### config.mk
export PLATFORM = sky130hd
export DESIGN_NAME = ram64_tester
export DESIGN_NICKNAME = d
export VERILOG_FILES = /design/src/rtl/ram64_tester.sv
export SDC_FILE = /design/constraint.sdc
export NUM_CORES = 1
export LEC_CHECK = 0
export ABC_AREA = 1
export CAP_MARGIN = 15
export CORE_UTILIZATION = 49
export DETAILED_ROUTE_END_ITERATION = 8
export PLACE_DENSITY = 0.86
export SLEW_MARGIN = 20
export SYNTH_ARGS = -nofsm -noshare
export SYNTH_HDL_FRONTEND = slang
export SYNTH_SLANG_ARGS = --single-unit
### constraint.sdc
create_clock -name clk -period 4.89 [get_ports clk]
set_input_delay 1.467 -clock clk [delete_from_list [all_inputs] [get_ports clk]]
set_output_delay 1.467 -clock clk [all_outputs]
set_load 0.01 [all_outputs]
### src/rtl/ram64_tester.sv
// RAM64 built-in self-test master: writes SEED+addr to every word, reads back and compares.
// Optional RAM64_TESTER_INVERT_PASS_EN adds inverted-pattern write/read phases.
module ram64_tester #(
    parameter int unsigned      WIDTH     = 16,
    parameter int unsigned      ADDR_BITS = 6,
    parameter logic [WIDTH-1:0] SEED      = WIDTH'(16'habcd)
) (
    input  logic                 clk,
    input  logic                 reset,
    input  logic                 start,
    output logic                 busy,
    output logic                 done,
    output logic                 pass,
    output logic [ADDR_BITS-1:0] fail_addr,
    output logic [WIDTH-1:0]     fail_data,
    output logic [WIDTH-1:0]     mem_in,
    output logic [ADDR_BITS-1:0] mem_addr,
    output logic                 mem_load,
    input  logic [WIDTH-1:0]     mem_out
);

    localparam int unsigned          DEPTH = 2 ** ADDR_BITS;
    localparam logic [ADDR_BITS-1:0] LAST  = ADDR_BITS'(DEPTH - 1);

    typedef enum logic [2:0] {
        S_IDLE,
        S_WRITE,
        S_READ,
`ifdef RAM64_TESTER_INVERT_PASS_EN
        S_WRITE_INV,
        S_READ_INV,
`endif
        S_DONE
    } state_t;

    state_t               state, state_nxt;
    logic [ADDR_BITS-1:0] cnt;
    logic [WIDTH-1:0]     pat_c, exp_c;
    logic                 last_c, match_c;

    // State register
    always_ff @(posedge clk or posedge reset) begin
        if (reset) state <= S_IDLE;
        else       state <= state_nxt;
    end

    // Pattern for the current address; inverted phases use the complement
    always_comb begin
        pat_c = SEED + WIDTH'(cnt);
        exp_c = pat_c;
`ifdef RAM64_TESTER_INVERT_PASS_EN
        if (state == S_WRITE_INV || state == S_READ_INV) exp_c = ~pat_c;
`endif
        last_c  = (cnt == LAST);
        match_c = (mem_out == exp_c);
    end

    // Next-state logic
    always_comb begin
        state_nxt = state;
        case (state)
            S_IDLE:  if (start) state_nxt = S_WRITE;
            S_WRITE: if (last_c) state_nxt = S_READ;
            S_READ: begin
                if (!match_c) state_nxt = S_DONE;
`ifdef RAM64_TESTER_INVERT_PASS_EN
                else if (last_c) state_nxt = S_WRITE_INV;
`else
                else if (last_c) state_nxt = S_DONE;
`endif
            end
`ifdef RAM64_TESTER_INVERT_PASS_EN
            S_WRITE_INV: if (last_c) state_nxt = S_READ_INV;
            S_READ_INV:  if (!match_c || last_c) state_nxt = S_DONE;
`endif
            S_DONE:  state_nxt = S_IDLE;
            default: state_nxt = S_IDLE;
        endcase
    end

    // Bus and status outputs decoded from state so reset drops them at once
    always_comb begin
        busy     = 1'b0;
        done     = 1'b0;
        mem_load = 1'b0;
        mem_addr = '0;
        mem_in   = '0;
        case (state)
`ifdef RAM64_TESTER_INVERT_PASS_EN
            S_WRITE, S_WRITE_INV: begin
`else
            S_WRITE: begin
`endif
                busy     = 1'b1;
                mem_load = 1'b1;
                mem_addr = cnt;
                mem_in   = exp_c;
            end
`ifdef RAM64_TESTER_INVERT_PASS_EN
            S_READ, S_READ_INV: begin
`else
            S_READ: begin
`endif
                busy     = 1'b1;
                mem_addr = cnt;
            end
            S_DONE:  done = 1'b1;
            default: ;
        endcase
    end

    // Address counter and result registers
    always_ff @(posedge clk or posedge reset) begin
        if (reset) begin
            cnt       <= '0;
            pass      <= 1'b0;
            fail_addr <= '0;
            fail_data <= '0;
        end else begin
            case (state)
                S_IDLE: begin
                    if (start) begin
                        cnt       <= '0;
                        pass      <= 1'b0;
                        fail_addr <= '0;
                        fail_data <= '0;
                    end
                end
`ifdef RAM64_TESTER_INVERT_PASS_EN
                S_WRITE, S_WRITE_INV: cnt <= ADDR_BITS'(cnt + 1'b1);
                S_READ, S_READ_INV: begin
`else
                S_WRITE: cnt <= ADDR_BITS'(cnt + 1'b1);
                S_READ: begin
`endif
                    if (!match_c) begin
                        fail_addr <= cnt;
                        fail_data <= mem_out;
                    end else begin
`ifdef RAM64_TESTER_INVERT_PASS_EN
                        if (last_c && state == S_READ_INV) pass <= 1'b1;
`else
                        if (last_c) pass <= 1'b1;
`endif
                        cnt <= ADDR_BITS'(cnt + 1'b1);
                    end
                end
                default: ;
            endcase
        end
    end

endmodule

-- Word level (Yosys, flattened, before mapping)
Cells that the tools add are included.
- register bits: 32
- output and inout port bits: 48
- muxes and demuxes: 22
- reductions and logical operators: 8
- equality and inequality tests: 11
- $add $sub $neg: 2
- operator list (kind ; count):
    $mux W16 ; 3
    $pmux W16 S2 ; 1
    $mux W6 ; 4
    $pmux W6 S3 ; 1
    $add A16 B6 Y16 const A ; 1
    $eq A16 B16 Y1 ; 1
    $mux W3 ; 4
    $pmux W6 S2 ; 1
    $ne A2 B2 Y1 const B ; 5
    $pmux W3 S3 ; 1
    $reduce_and A3 Y1 ; 3
    $add A6 B1 Y6 const B ; 1
    $eq A3 B2 Y1 const B ; 2
    $eq A6 B6 Y1 const B ; 1
    $mux W1 ; 6
    $reduce_and A4 Y1 ; 1
    $eq A3 B1 Y1 const B ; 1
    $logic_not A3 Y1 ; 1
    $ne A3 B3 Y1 const B ; 1
    $reduce_bool A3 Y1 ; 1
    $pmux W1 S2 ; 1
    $reduce_bool A2 Y1 ; 1
    $reduce_or A2 Y1 ; 1

-- Longest topological paths before layout
- depth in word-level cells: 4
- gate-level depth with buffers: 15

-- Worst setup path after synthesis
No wires, ideal clock.
- path type: register to output
- from: reg state[0]
- to: out mem_addr[0]
- data arrival time: 1.255 ns
- data required time: 3.423 ns
- cell stages (with the launch flop): 6
- path slack: 2.168 ns
- buffers on the path: 1
- cell sequence: dfrtp_1 inv_1 ha_1 clkbuf_1 nand2_1 inv_1
- cells in the longest elaborated chain, start to end: 3
- elaborated cells between the ends (all ways): 4
- classes of those cells: 2 x eq/ne; 1 x mux; 1 x reduce/logical
- ends and longest elaborated chain (item ; line ; text):
    start: declaration ; 36 ; state_t state, state_nxt;
    start signal: assignment ; 44 ; else state <= state_nxt;
    $eq A3 B2 Y1 / $eq A3 B1 Y1 (equally long branches) ; 88 ; case (state)
    $reduce_or A2 Y1 (no source line) * ; -- ;
    $mux W6 * ; 88 ;
    end: declaration ; 17 ; output logic [ADDR_BITS-1:0] mem_addr,
Every way passes the cells marked *; elsewhere a longest branch is shown, timed or not.

-- Worst setup path in the final report
- from: reg cnt[0]
- to: out mem_in[4]
- cells in the longest elaborated chain, start to end: 2
- ends and longest elaborated chain (item ; line ; text):
    start: declaration ; 37 ; logic [ADDR_BITS-1:0] cnt;
    start signal: assignment ; 133 ; S_WRITE: cnt <= ADDR_BITS'(cnt + 1'b1);
    start signal: assignment ; 145 ; cnt <= ADDR_BITS'(cnt + 1'b1);
    $add A16 B6 Y16 ; 49 ; pat_c = SEED + WIDTH'(cnt);
    $mux W16 ; 88 ;
    end: declaration ; 16 ; output logic [WIDTH-1:0] mem_in,
Every way passes these cells.

==> results.toml <==
[sta]
rsz0062_at_grt = "false"
finalSetupTns_ps = 0
period_needed_ps = 3530
fin_crit_sh_pct = 72.2
setup_viol = 0
report.final.slew_viol_count = 0
hold_viol = 0
timing.fmax_ghz = 0.283
skew_ps = 5.14

[synthesis]
ys_types = 25
synth_top_family_by_area = "simple AND/OR/NAND/NOR gates"
synthXorXnorAreaFrac_pct = 0.452
synth_compound_area_share_pct = 4.78
synth_area_um2 = 1940
postSynthCellCount = 272
synthAdderAreaFrac_pct = 3.23
synth_mux_area_share_pct = 0
synth_top_area_share_pct = 40.1
synth.area.top_cells = "dfrtp_1, nand2_1, inv_1"
synth-seq-area-share_pct = 40.1
synthSimpleGateAreaFrac_pct = 38.0
ys_warn_count = 0
syn_avg_cell_area_um2 = 7.12
synth.ff_latch_count = 31
synth.largest_area_cell = "dfrtp_1"

[worst_hold_path]
worstHoldStart = "fail_data[6]"
min_to = "fail_data[6]"
hold_class = "flip-flop to flip-flop"
worstHoldPathCells = 2

[route]
antenna_left = 0
wire_per_inst_um = 12.0
drt_iter0_drc = 118
routed_via_density = 4.81
drt-total-wl_um = 4580
drt-pass1-iter-count = 4
via_count = 1833
drc = 0

[clock_tree]
cts_setup_buffers = 0
numCtsBuffers = 5
cts_resized = 0
cts_hold_buf = 0
clkTransAtPathRegs_ps = 70
cts_root_buf = "clkbuf_8"
cts_max_path_buffers = 2
h-tree-depth = 2
cts_sinks = 31
cts_tree = "done"
clk-insertion-delay-late_ps = 290

[grt]
grt_overflow = 0
grt_pass1_wl_um = 7750
grt_pass1_vias = 1709
grt_max_degree = 32
antenna_found_initial = 0
grt_usage_pct = 24.6

[cells_and_area]
layout_common_cells = "nand2_1, clkdlybuf4s50_1, inv_1"
stdcell_count = 381
insertedDiodeCount = 0
final_common_cell = "nand2_1"
nNetsFinal = 356
synthToLayoutAreaGrowth_pct = 36.5
drive_above_1_share_pct = 9.91

[setup_path]
crit_path_end_kind = "output port"
rr_endpoint = "fail_data[8]"
crit_required_ps = 3420
crit_fanout = 8
crit_top_cell = "nand2_1"
r2r_start = "cnt[0]"
cp-start-kind = "flip-flop"
arrival_ps = 2060
cpMaxStageDelayCell = "clkdlybuf4s50_1"
cp_slowest_stage_delay_ps = 550
crit_type = "flip-flop to output port"
reg2reg_slack_ps = 2590
r2r_cells = 13
path_cells = "ha_1, inv_1, nand2_2, nand2_1, nand2_1, nor2_1, clkdlybuf4s50_1"

[floorplan]
die_h_um = 64.9
io-pin-count = 67
dieArea_um2 = 4210
fp-row-count = 22
core_area_um2 = 3720
die_w_um = 64.9
initial_core_util_pct = 52.1

[place]
place_congestion = 0.849
dp_hpwl_um = 3430
port_buffers = 64
place_inst = 373

[outcome]
status = "completed"

[power_and_ir_drop]
cellLeakagePower_nw = 1.40
p_seq_share_pct = 27.0
combPwrFrac_pct = 57.3
power_density_nw_per_um2 = 548
p_int_w = 0.000820
vdd_ir_drop_max_uv = 375
p_sw_w = 0.000628
p_clk_share_pct = 15.7
switching_share_pct = 43.4

[job]
maxCapViolCount = 0
-- metal layers --
layer	wire, um	GRT usage [%]	vias to the layer above
li1	-	-	927
met1	2060	30.0	851
met2	2230	40.8	49
met3	219	6.51	6
met4	71	10.0	0
met5	0	0	-
-- cell families (layout without fill, tap and decap cells) --
group                    after synthesis  in the layout
other                                  1              2
adder cells (fa/ha/maj)                5              5
AND/OR/NAND/NOR                      169            169
XOR/XNOR                               1              1
AO/OA/AOI/OAI                         13             13
buffers and inverters                 52            112
flip-flops                            31             31
-- flip-flops by register name (all words and copies together), names as in the netlist --
signal / count
fail_data: 16
fail_addr: 6
cnt: 6
state: 2
pass: 1
-- metrics by stage --
stage               setup slack, ps  hold slack, ps  total power, W  utilization (%)  area [um^2]
global placement               1650             462         0.00120             68.4         2540
global route                   1200             505         0.00157             71.1         2640
CTS                            1360             483         0.00146             71.1         2640
floorplan                      2170             490        0.000938                -         1940
finish                         1360             483         0.00145             71.1         2640
detailed placement             1550             465         0.00122             68.4         2540
-- critical path, delay by kind of cell (launching register included) --
family | cells | cell delay (ps)
adders and majority gates | 1 | 270
buffers and inverters | 2 | 650
DFF | 1 | 490
and+or+nand+nor | 4 | 360
-- power groups by stage --
stage          Sequential (W)  Combinational (W)  Clock (W)
3_3_place_gp         0.000394           0.000809          0
3_5_place_dp         0.000396           0.000828          0
2_1_floorplan        0.000411           0.000527          0
4_1_cts              0.000390           0.000835   0.000232
6_report             0.000391           0.000830   0.000228
5_1_grt              0.000399           0.000921   0.000245
-- how the worst max path moves through the flow --
stage | start | end | slack, ps
CTS | cnt[0] | mem_in[4] | 1360
global placement | mem_out[0] | fail_data[5] | 1650
floorplan | state[0] | mem_addr[0] | 2170
finish | cnt[0] | mem_in[4] | 1360
global route | cnt[0] | mem_in[4] | 1200
detailed placement | mem_out[0] | fail_addr[2] | 1550
-- synth_stat cells --
cell type	instances
a21boi_0	1
a21oi_1	4
buf_4	6
buf_6	5
clkbuf_1	2
clkinv_2	1
conb_1	1
dfrtp_1	31
ha_1	5
inv_1	37
inv_2	1
nand2_1	122
nand2_2	8
nand2_4	3
nand3_1	12
nand3_2	1
nand3_4	1
nand3b_1	2
nor2_1	17
nor2_2	1
nor2_4	2
o211ai_1	1
o21ai_0	1
o21ai_2	6
xor2_1	1
-- final cells by class --
| class | count | area [um^2] |
|---|---|---|
| Fill cell | 293 | 1070 |
| Sequential cell | 31 | 776 |
| Clock buffer | 7 | 96.3 |
| Multi-Input combinational cell | 190 | 908 |
| Inverter | 39 | 148 |
| Tap cell | 48 | 60.1 |
| Clock inverter | 1 | 7.51 |
| Timing Repair Buffer | 65 | 648 |
Power figures use the tool's default switching activity.
